## src/rtl/ah_pl2ddr_mc_sched.sv

```systemverilog
// rtl/ah_pl2ddr_mc_sched.sv - Multi-channel round-robin burst scheduler for the PL-to-DDR write path
module ah_pl2ddr_mc_sched #(
  parameter int NUM_CH     = 4,
  parameter int CNT_WIDTH  = 10,
  parameter int BEAT_BYTES = 4,
  parameter int BURST_MAX  = 256,
  parameter int THRESH     = 256
) (
  input  logic                          clk,
  input  logic                          rstn,
  input  logic [NUM_CH-1:0]             in_ch_en,
  input  logic [NUM_CH-1:0]             in_flush,
  input  logic [NUM_CH-1:0]             in_wrap_en,
  input  logic [NUM_CH-1:0]             in_rst_offset,
  input  logic [NUM_CH-1:0]             in_clear,
  input  logic [NUM_CH*CNT_WIDTH-1:0]   in_avail,
  input  logic [NUM_CH*32-1:0]          in_base,
  input  logic [NUM_CH*32-1:0]          in_size,
  output logic                          out_tx_init,
  output logic [31:0]                   out_tx_addr,
  output logic [8:0]                    out_tx_len,
  output logic [2:0]                    out_tx_ch,
  input  logic                          in_tx_done,
  input  logic                          in_tx_error,
  output logic                          out_busy,
  output logic [NUM_CH-1:0]             out_sent,
  output logic [NUM_CH-1:0]             out_wrapped,
  output logic [NUM_CH-1:0]             out_error,
  output logic [2:0]                    out_state
);
  localparam int BSHIFT = $clog2(BEAT_BYTES);

  typedef enum logic [2:0] {
    S_IDLE    = 3'd0,
    S_CALC    = 3'd1,
    S_START   = 3'd2,
    S_WAIT_TX = 3'd3,
    S_FAIL    = 3'd4
  } state_t;

  state_t            state_q, state_d;
  logic [2:0]        grant_q, grant_d;
  logic [2:0]        last_grant_q, last_grant_d;
  logic [31:0]       offset_q [NUM_CH];
  logic [31:0]       offset_d [NUM_CH];
  logic [NUM_CH-1:0] pend_q, pend_d;
  logic [NUM_CH-1:0] error_q, error_d;
  logic [NUM_CH-1:0] sent_q, sent_d;
  logic [NUM_CH-1:0] wrapped_q, wrapped_d;
  logic              tx_init_q, tx_init_d;
  logic              busy_q, busy_d;
  logic [31:0]       tx_addr_q, tx_addr_d;
  logic [8:0]        tx_len_q, tx_len_d;

  logic [NUM_CH-1:0]    elig;
  logic [CNT_WIDTH-1:0] sel_avail;
  logic [31:0]          sel_base, sel_size, sel_off;
  logic                 sel_wrap;
  logic                 found;
  logic [2:0]           pick;
  logic [31:0]          space, len32;
  logic                 hold, leave, do_wrap, do_adv, do_err;
  logic [NUM_CH-1:0]    rst_req;

  // Per-channel eligibility and operand select for the granted channel
  always_comb begin
    elig      = '0;
    sel_avail = '0;
    sel_base  = '0;
    sel_size  = '0;
    sel_off   = '0;
    sel_wrap  = 1'b0;
    for (int i = 0; i < NUM_CH; i++) begin
      elig[i] = in_ch_en[i] && !error_q[i] &&
                ((32'(in_avail[i*CNT_WIDTH +: CNT_WIDTH]) >= 32'(THRESH)) ||
                 (in_flush[i] && (in_avail[i*CNT_WIDTH +: CNT_WIDTH] != '0)));
      if (3'(i) == grant_q) begin
        sel_avail = in_avail[i*CNT_WIDTH +: CNT_WIDTH];
        sel_base  = in_base[i*32 +: 32];
        sel_size  = in_size[i*32 +: 32];
        sel_off   = offset_q[i];
        sel_wrap  = in_wrap_en[i];
      end
    end
  end

  // Round-robin pick: channels above last_grant first, then wrap to the lowest eligible
  always_comb begin
    found = 1'b0;
    pick  = '0;
    for (int j = 0; j < NUM_CH; j++) begin
      if (!found && elig[j] && (3'(j) > last_grant_q)) begin
        found = 1'b1;
        pick  = 3'(j);
      end
    end
    for (int j = 0; j < NUM_CH; j++) begin
      if (!found && elig[j]) begin
        found = 1'b1;
        pick  = 3'(j);
      end
    end
  end

  // Burst sizing: min of data available, max burst and beats left in the region
  always_comb begin
    space = (sel_off >= sel_size) ? '0 : ((sel_size - sel_off) >> BSHIFT);
    len32 = 32'(sel_avail);
    if (len32 > 32'(BURST_MAX)) len32 = 32'(BURST_MAX);
    if (len32 > space) len32 = space;
  end

  // Next-state, datapath and per-channel bookkeeping
  always_comb begin
    state_d      = state_q;
    grant_d      = grant_q;
    last_grant_d = last_grant_q;
    offset_d     = offset_q;
    pend_d       = pend_q;
    error_d      = error_q & ~in_clear;
    sent_d       = '0;
    wrapped_d    = '0;
    tx_init_d    = 1'b0;
    tx_addr_d    = tx_addr_q;
    tx_len_d     = tx_len_q;
    leave        = 1'b0;
    do_wrap      = 1'b0;
    do_adv       = 1'b0;
    do_err       = 1'b0;
    hold         = (state_q == S_CALC) || (state_q == S_START) || (state_q == S_WAIT_TX);
    rst_req      = pend_q | in_rst_offset;

    case (state_q)
      S_IDLE: begin
        if (found) begin
          grant_d = pick;
          state_d = S_CALC;
        end
      end
      S_CALC: begin
        if (space == '0) begin
          if (sel_wrap) begin
            do_wrap = 1'b1;
          end else begin
            do_err  = 1'b1;
            state_d = S_FAIL;
          end
        end else if (len32 == '0) begin
          leave   = 1'b1;
          state_d = S_IDLE;
        end else begin
          tx_addr_d = sel_base + sel_off;
          tx_len_d  = len32[8:0];
          tx_init_d = 1'b1;
          state_d   = S_START;
        end
      end
      S_START: state_d = S_WAIT_TX;
      S_WAIT_TX: begin
        // Error takes priority over done so a failed burst never advances the ring
        if (in_tx_error) begin
          do_err       = 1'b1;
          leave        = 1'b1;
          last_grant_d = grant_q;
          state_d      = S_FAIL;
        end else if (in_tx_done) begin
          do_adv       = 1'b1;
          leave        = 1'b1;
          last_grant_d = grant_q;
          state_d      = S_IDLE;
        end
      end
      S_FAIL:  state_d = S_IDLE;
      default: state_d = S_IDLE;
    endcase

    for (int i = 0; i < NUM_CH; i++) begin
      if (hold && (3'(i) == grant_q)) begin
        if (do_wrap) begin
          offset_d[i]  = '0;
          wrapped_d[i] = 1'b1;
        end
        if (do_adv) begin
          offset_d[i] = offset_q[i] + (32'(tx_len_q) << BSHIFT);
          sent_d[i]   = 1'b1;
        end
        if (do_err) error_d[i] = 1'b1;
        // Offset reset on the active channel waits until the burst is retired, then wins over the advance
        if (leave && rst_req[i]) begin
          offset_d[i] = '0;
          pend_d[i]   = 1'b0;
        end else begin
          pend_d[i] = rst_req[i];
        end
      end else if (rst_req[i]) begin
        offset_d[i] = '0;
        pend_d[i]   = 1'b0;
      end
    end

    busy_d = (state_d == S_CALC) || (state_d == S_START) || (state_d == S_WAIT_TX);
  end

  // State and output registers
  always_ff @(posedge clk or negedge rstn) begin
    if (!rstn) begin
      state_q      <= S_IDLE;
      grant_q      <= '0;
      last_grant_q <= 3'(NUM_CH - 1);
      for (int i = 0; i < NUM_CH; i++) offset_q[i] <= '0;
      pend_q       <= '0;
      error_q      <= '0;
      sent_q       <= '0;
      wrapped_q    <= '0;
      tx_init_q    <= 1'b0;
      busy_q       <= 1'b0;
      tx_addr_q    <= '0;
      tx_len_q     <= '0;
    end else begin
      state_q      <= state_d;
      grant_q      <= grant_d;
      last_grant_q <= last_grant_d;
      offset_q     <= offset_d;
      pend_q       <= pend_d;
      error_q      <= error_d;
      sent_q       <= sent_d;
      wrapped_q    <= wrapped_d;
      tx_init_q    <= tx_init_d;
      busy_q       <= busy_d;
      tx_addr_q    <= tx_addr_d;
      tx_len_q     <= tx_len_d;
    end
  end

  assign out_tx_init = tx_init_q;
  assign out_tx_addr = tx_addr_q;
  assign out_tx_len  = tx_len_q;
  assign out_tx_ch   = grant_q;
  assign out_busy    = busy_q;
  assign out_sent    = sent_q;
  assign out_wrapped = wrapped_q;
  assign out_error   = error_q;
  assign out_state   = state_q;

endmodule

```

## config.mk

```make
export PLATFORM = sky130hd
export DESIGN_NAME = ah_pl2ddr_mc_sched
export DESIGN_NICKNAME = d
export VERILOG_FILES = /design/src/rtl/ah_pl2ddr_mc_sched.sv
export SDC_FILE = /design/constraint.sdc
export NUM_CORES = 1
export LEC_CHECK = 0
export CAP_MARGIN = 0
export CORE_ASPECT_RATIO = 1.75
export CORE_MARGIN = 3
export CORE_UTILIZATION = 47
export CTS_CLUSTER_DIAMETER = 50
export DETAILED_ROUTE_END_ITERATION = 6
export PLACE_DENSITY = 0.79
export SLEW_MARGIN = 0
export SYNTH_ARGS = -nofsm -noshare
export SYNTH_HDL_FRONTEND = slang
export SYNTH_SLANG_ARGS = --single-unit
```

## constraint.sdc

```tcl
create_clock -name clk -period 7.3 [get_ports clk]
set_input_delay 1.46 -clock clk [delete_from_list [all_inputs] [get_ports clk]]
set_output_delay 1.46 -clock clk [all_outputs]
set_load 0.01 [all_outputs]
```

# Yosys cells after proc, flatten, opt, wreduce, memory -nomap -nowiden

Index checks and enable logic that the tools add are counted.

Bits in registers: 196
Output and inout port bits: 61

Bitwise logic cells: 5
Order comparisons: 11
Reductions and logical operators: 70
Add/sub/neg operators: 6
Multiplexer cells: 111
Eq/ne operators: 13

Operators by type and width:

| operator              | count |
|---|---|
| $mux W32              | 30 |
| $add A32 B11 Y32      | 4 |
| $logic_not A32 Y1     | 2 |
| $mux W1               | 58 |
| $mux W10              | 5 |
| $ge A10 B9 Y1 const B | 4 |
| $reduce_bool A10 Y1   | 4 |
| $mux W3               | 13 |
| $add A32 B32 Y32      | 1 |
| $ge A32 B32 Y1        | 1 |
| $gt A32 B30 Y1        | 1 |
| $sub A32 B32 Y32      | 1 |
| $logic_and A1 B1 Y1   | 31 |
| $mux W30              | 1 |
| $ne A4 B3 Y1 const B  | 4 |
| $eq A3 B2 Y1 const B  | 4 |
| $pmux W3 S4           | 1 |
| $reduce_and A2 Y1     | 6 |
| $logic_not A1 Y1      | 11 |
| $gt A10 B9 Y1 const B | 1 |
| $reduce_bool A2 Y1    | 5 |
| $logic_or A1 B1 Y1    | 8 |
| $eq A2 B3 Y1 const A  | 2 |
| $eq A3 B1 Y1 const B  | 2 |
| 11 further kinds      | 16 |

# Depth between registers and ports, before layout

Depth after elaboration: 35
Mapped depth: 34
Depth with buffers taken out: 25

# Least setup slack after synthesis

No wires, ideal clock.

Path type: reg-to-reg
Start point: reg grant_q[0] (netlist: out_tx_ch[0])
End point: reg tx_len_q[5] (netlist: out_tx_len[5])
Arrival time: 7.912 ns
Data required time: 7.172 ns
Stages on the path, launching flop included: 32
Setup time: 0.128 ns
Clock period less this slack: 8.040 ns
Path buffers: 8
Setup slack: -0.740 ns
Cell sequence: dfrtp_1 -> clkbuf_1 -> clkbuf_1 -> clkbuf_1 -> clkbuf_1 -> buf_1 -> mux4_2 -> ha_1 -> clkbuf_1 -> nand4_1 -> nor3_1 -> o21ai_0 -> nand2_1 -> a211oi_1 -> o21a_1 -> a31oi_1 -> clkbuf_1 -> nand2_1 -> ha_1 -> nor2b_1 -> o21a_1 -> o21ai_0 -> a21oi_1 -> o31a_1 -> o21a_1 -> o32a_1 -> o211a_1 -> mux2i_1 -> nand2_1 -> nand2_1 -> buf_2 -> mux2_1

Longest elaborated chain between the ends: 12
Elaborated cells on any way between the ends: 28
Classes of those cells: 1 x add/sub; 3 x order compare; 3 x eq/ne; 15 x mux; 2 x bitwise; 4 x reduce/logical

RTL lines:

| element                                            | line     | text |
|---|---|---|
| start, declared                                    | 42       | `logic [2:0] grant_q, grant_d;` |
| start signal, assigned                             | 221      | `grant_q <= grant_d;` |
| $logic_not A3 Y1                                   | 77       | `if (3'(i) == grant_q) begin` |
| $mux W32 or $mux W10 (tied branches) (4 in series) | 77       |  |
| $sub A32 B32 Y32, or another cell as far along     | 107      | `space = (sel_off >= sel_size) ? '0 : ((sel_size - sel_off) >> BSHIFT);` |
| $mux W30 or $mux W10 (tied branches)               | 107, 109 |  |
| $gt A32 B30 Y1                                     | 110      | `if (len32 > space) len32 = space;` |
| $mux W32                                           | 110      |  |
| $logic_not A32 Y1                                  | 148      | `end else if (len32 == '0) begin` |
| $not A1 Y1 (no source line)                        | n/a      |  |
| $reduce_and A3 Y1 (no source line)                 | n/a      |  |
| end signal, assigned                               | 231      | `tx_len_q <= tx_len_d;` |
| end, declared                                      | 53       | `logic [8:0] tx_len_q, tx_len_d;` |

Parallel ways exist; a longest one is shown, timed or not.
A chain may end at the register's enable or synchronous reset.

# Worst setup path in the final report

Start point: in in_size[74]
End point: reg offset_q[21] (netlist bit)

Longest elaborated chain between the ends: 13
Elaborated cells on any way between the ends: 19
Classes of those cells: 1 x add/sub; 2 x order compare; 1 x eq/ne; 11 x mux; 4 x reduce/logical

RTL lines:

| element                                                        | line | text |
|---|---|---|
| start, declared                                                | 18   | `input logic [NUM_CH*32-1:0] in_size,` |
| $mux W32 * (2 in series)                                       | 77   |  |
| $sub A32 B32 Y32 or $ge A32 B32 Y1 (tied branches)             | 107  |  |
| $mux W30 *                                                     | 107  |  |
| $gt A32 B30 Y1                                                 | 110  |  |
| $mux W32                                                       | 110  |  |
| $logic_not A32 Y1                                              | 148  |  |
| $mux W1                                                        | 148  |  |
| $mux W1                                                        | 141  | `if (space == '0) begin` |
| $pmux W1 S2                                                    | 133  | `case (state_q)` |
| $logic_and A1 B1 Y1                                            | 189  | `if (leave && rst_req[i]) begin` |
| $ne A4 B3 Y1 (no source line) or $mux W32 (tied branches)      | n/a  |  |
| $reduce_and A2 Y1 (no source line) or $mux W32 (tied branches) | n/a  |  |
| end signal, assigned                                           | 223  | `offset_q <= offset_d;` |
| end, declared                                                  | 44   | `logic [31:0] offset_q [NUM_CH];` |

Every way passes the cells marked *; elsewhere a longest branch is shown, timed or not.

==> flow_metrics.tcl <==
set metrics [dict create \
    finalHoldViolCount 0 \
    synth_sequential_area_ratio_pct 28.1 \
    start_util_pct 47.8 \
    drtIter0Drc 1246 \
    clkSinkCount 186 \
    timing.critical_path.arrival_ns 7.25 \
    pwr-share-clk_pct 14.3 \
    syn_to_final_growth_pct 31.6 \
    power.density_mw_per_mm2 316 \
    final_common_cell "clkdlybuf4s50_1" \
    seqCellArea_mm2 0.00466 \
    overflow 0 \
    postCtsHoldBufs 0 \
    crit_required_ns 7.65 \
    final_max_slew_viol_count 0 \
    grt_max_degree 109 \
    cts_root_buf "clkbuf_16" \
    first_pass_iters 6 \
    synth_xor_area_share_pct 3.96 \
    die_y_um 254 \
    postSynthAreaPerCell_um2 9.46 \
    post-route-util_pct 62.9 \
    switching_share_pct 45.2 \
    hold_ws_ns 0.487 \
    tightestPinTransition_ns 0.983 \
    power_frac_comb_pct 65.0 \
    dp_hpwl_um 49800 \
    path_class "input pin to flop" \
    multi_input_area_mm2 0.0112 \
    antenna_found_initial 6 \
    maxSlewHeadroom_pct 34.2 \
    synth_compound_gate_area_share_pct 21.1 \
    status "finished clean" \
    synth_top_family_by_area "compound AO/OA/AOI/OAI gates" \
    fin_setup_tns_ns 0 \
    syn_area_mm2 0.0166 \
    cp-end-kind "flop" \
    via_per_inst 6.35 \
    max_freq_mhz 145 \
    crit_buf_inv 4 \
    die_area_mm2 0.0376 \
    finalNetCount 2564 \
    cp_slowest_stage_delay_ns 0.52 \
    clk_pin_slew_ns 0.07 \
    drv_cap 0 \
    wl_um 61400 \
    p_int_mw 3.78 \
    crit_start "in_size[74]" \
    place.gp.congestion 0.984 \
    cts_buffer_depth 2 \
    cts_max_level 4 \
    path_delay_family "compound AO/OA/AOI/OAI gates" \
    fin_area_mm2 0.0218 \
    drc 0 \
    placed_area_mm2 0.0212 \
    ys_ff_latch 186 \
    cp-start-kind "input pin" \
    track_usage_pct 31.7 \
    rsz0062_at_grt "no" \
    fillers 2923 \
    cts_tree "yes" \
    coreArea_mm2 0.0347 \
    netlist_instances 1751 \
    clock_latency_ns 0.47 \
    drive_gt1_share_pct 10.5 \
    grt_pass1_vias 16802 \
    post-route-min-period_ns 6.90 \
    synth_edf_count 0 \
    hold_path.class "flop to flop" \
    synth_warnings 0 \
    clock_skew_ns 0.0137 \
    routedWlPerCell_um 23.5 \
    period_share_pct 94.5 \
    reg2reg_from "out_tx_ch[0]$_DFFE_PN0P_" \
    cp_max_fo 30 \
    cts_made_buffers 17 \
    ant_nets 0 \
    rows 90 \
    synth_mux_area_share_pct 17.1 \
    layout_common_cells "clkdlybuf4s50_1 (378), dfrtp_1 (182), a21oi_1 (131)" \
    setup_viol 0 \
    grt_pass1_wl_um 93100 \
    synthSimpleGateAreaFrac_pct 16.8 \
    switchingPower_mw 3.12 \
    seqPwrFrac_pct 20.7 \
    p_leak_nw 9.38 \
    crit_slowest_cell "mux4_2" \
    ys_types 78 \
    worstHoldStart "last_grant_q[0]$_DFFE_PN1P_" \
    max-vdd-ir-drop_v 0.000178 \
    vias 16565 \
    ys.flop_type "dfrtp_1" \
    synthAdderAreaFrac_pct 8.56 \
    synthArstFlopShare_pct 100 \
    portBuffers 379 \
    post_cts_buffers 0 \
    cts_resized 0 \
    die_w_um 148 \
    ios 381 \
]
-- synth_stat cells, types with 11 or more instances --
library cell	instances	area, um^2
nand2_1	122	458
o31ai_1	16	120
and2_1	32	200
o21bai_1	26	195
mux2_1	35	394
and3_1	57	357
a21o_1	35	263
a22oi_1	11	82.6
nor2b_1	16	100
buf_2	13	65.1
or3_1	12	75.1
xor2_1	21	184
nor4_1	18	113
a211o_1	32	280
a22o_1	30	263
nand3_1	45	225
dfrtp_1	184	4600
xnor2_1	54	473
a21oi_1	131	656
clkbuf_1	55	206
o211ai_1	19	143
a211oi_1	20	150
o21a_1	23	173
o21ai_0	69	345
buf_1	11	41.3
or4_1	16	120
inv_1	93	349
nor3_1	57	285
a31oi_1	12	75.1
nand4_1	28	175
ha_1	107	1340
nor2_1	99	372
mux4_2	103	2320
-- flip-flops by register name, summed over array words and instances, names as in the netlist --
register,count
offset_q,120
out_tx_addr,32
out_tx_len,9
out_error,4
out_sent,4
out_wrapped,4
pend_q,4
out_state,3
last_grant_q,2
out_tx_ch,2
out_busy,1
out_tx_init,1
-- worst min-delay path, cell delays in order, from the launching register on --
cell,delay (ns)
dfstp_2,0.39
nand2_1,0.05
nand2_1,0.05
-- power groups by stage --
stage | Combinational [mW] | Clock, mW | Sequential [mW]
after floorplan | 2.87 | 0 | 1.37
after global placement | 4.34 | 0 | 1.43
after detailed placement | 4.42 | 0 | 1.45
after CTS | 4.45 | 0.995 | 1.43
after global routing | 4.83 | 1.04 | 1.46
final | 4.49 | 0.987 | 1.43
-- per-layer routing --
| layer | global-route usage (%) | wire [um] | vias up |
|---|---|---|---|
| met5 | 0 | 7 | - |
| met4 | 18.2 | 3620 | 2 |
| met3 | 5.05 | 3960 | 204 |
| met2 | 58.3 | 32500 | 756 |
| met1 | 34.4 | 21300 | 8124 |
| li1 | - | - | 7479 |
-- path summary, 6_finish.rpt --
path / end / slack, ns / depth (start not counted)
worst min register to register: last_grant_q[0]$_DFFE_PN1P_ / 0.49 / 2
min in group asynchronous: offset_q[91]$_DFFE_PN0P_ / 1.03 / 1
worst min-delay path: last_grant_q[0]$_DFFE_PN1P_ / 0.49 / 2
worst max register to register: offset_q[21]$_DFFE_PN0P_ / 0.65 / 26
max in group asynchronous: out_error[2]$_DFF_PN0_ / 5.16 / 2
worst max-delay path: offset_q[21]$_DFFE_PN0P_ / 0.40 / 25
-- kinds of logic (layout without fill, tap and decap cells) --
group | Yosys count | after routing
AO/OA/AOI/OAI | 511 | 511
XOR/XNOR | 75 | 75
adder cells (fa/ha/maj) | 111 | 111
buffers and inverters | 176 | 569
flip-flops | 186 | 186
multiplexers | 150 | 150
other | 2 | 8
AND/OR/NAND/NOR | 540 | 540
-- through the flow --
stage / power [mW] / cells / worst slack [ns]
after CTS: 6.87 / 2606 / 0.472
final: 6.90 / 2610 / 0.401
after global routing: 7.33 / 2610 / 0.0535
after detailed placement: 5.86 / 2574 / 0.0400
after floorplan: 4.24 / 1753 / 0.00752
after global placement: 5.77 / 2574 / 0.163
-- cell type report --
| class | count | area share, % |
|---|---|---|
| multi-input cells | 1391 | 51.6 |
| flip-flops and latches | 186 | 21.4 |
| repair buffers | 444 | 20.0 |
| well taps | 460 | 2.64 |
| clock buffers | 21 | 2.16 |
| inverters | 93 | 1.60 |
| clock inverters | 11 | 0.602 |
| diodes | 4 | 0.0459 |
No activity file was read; power rests on OpenSTA's default activity.
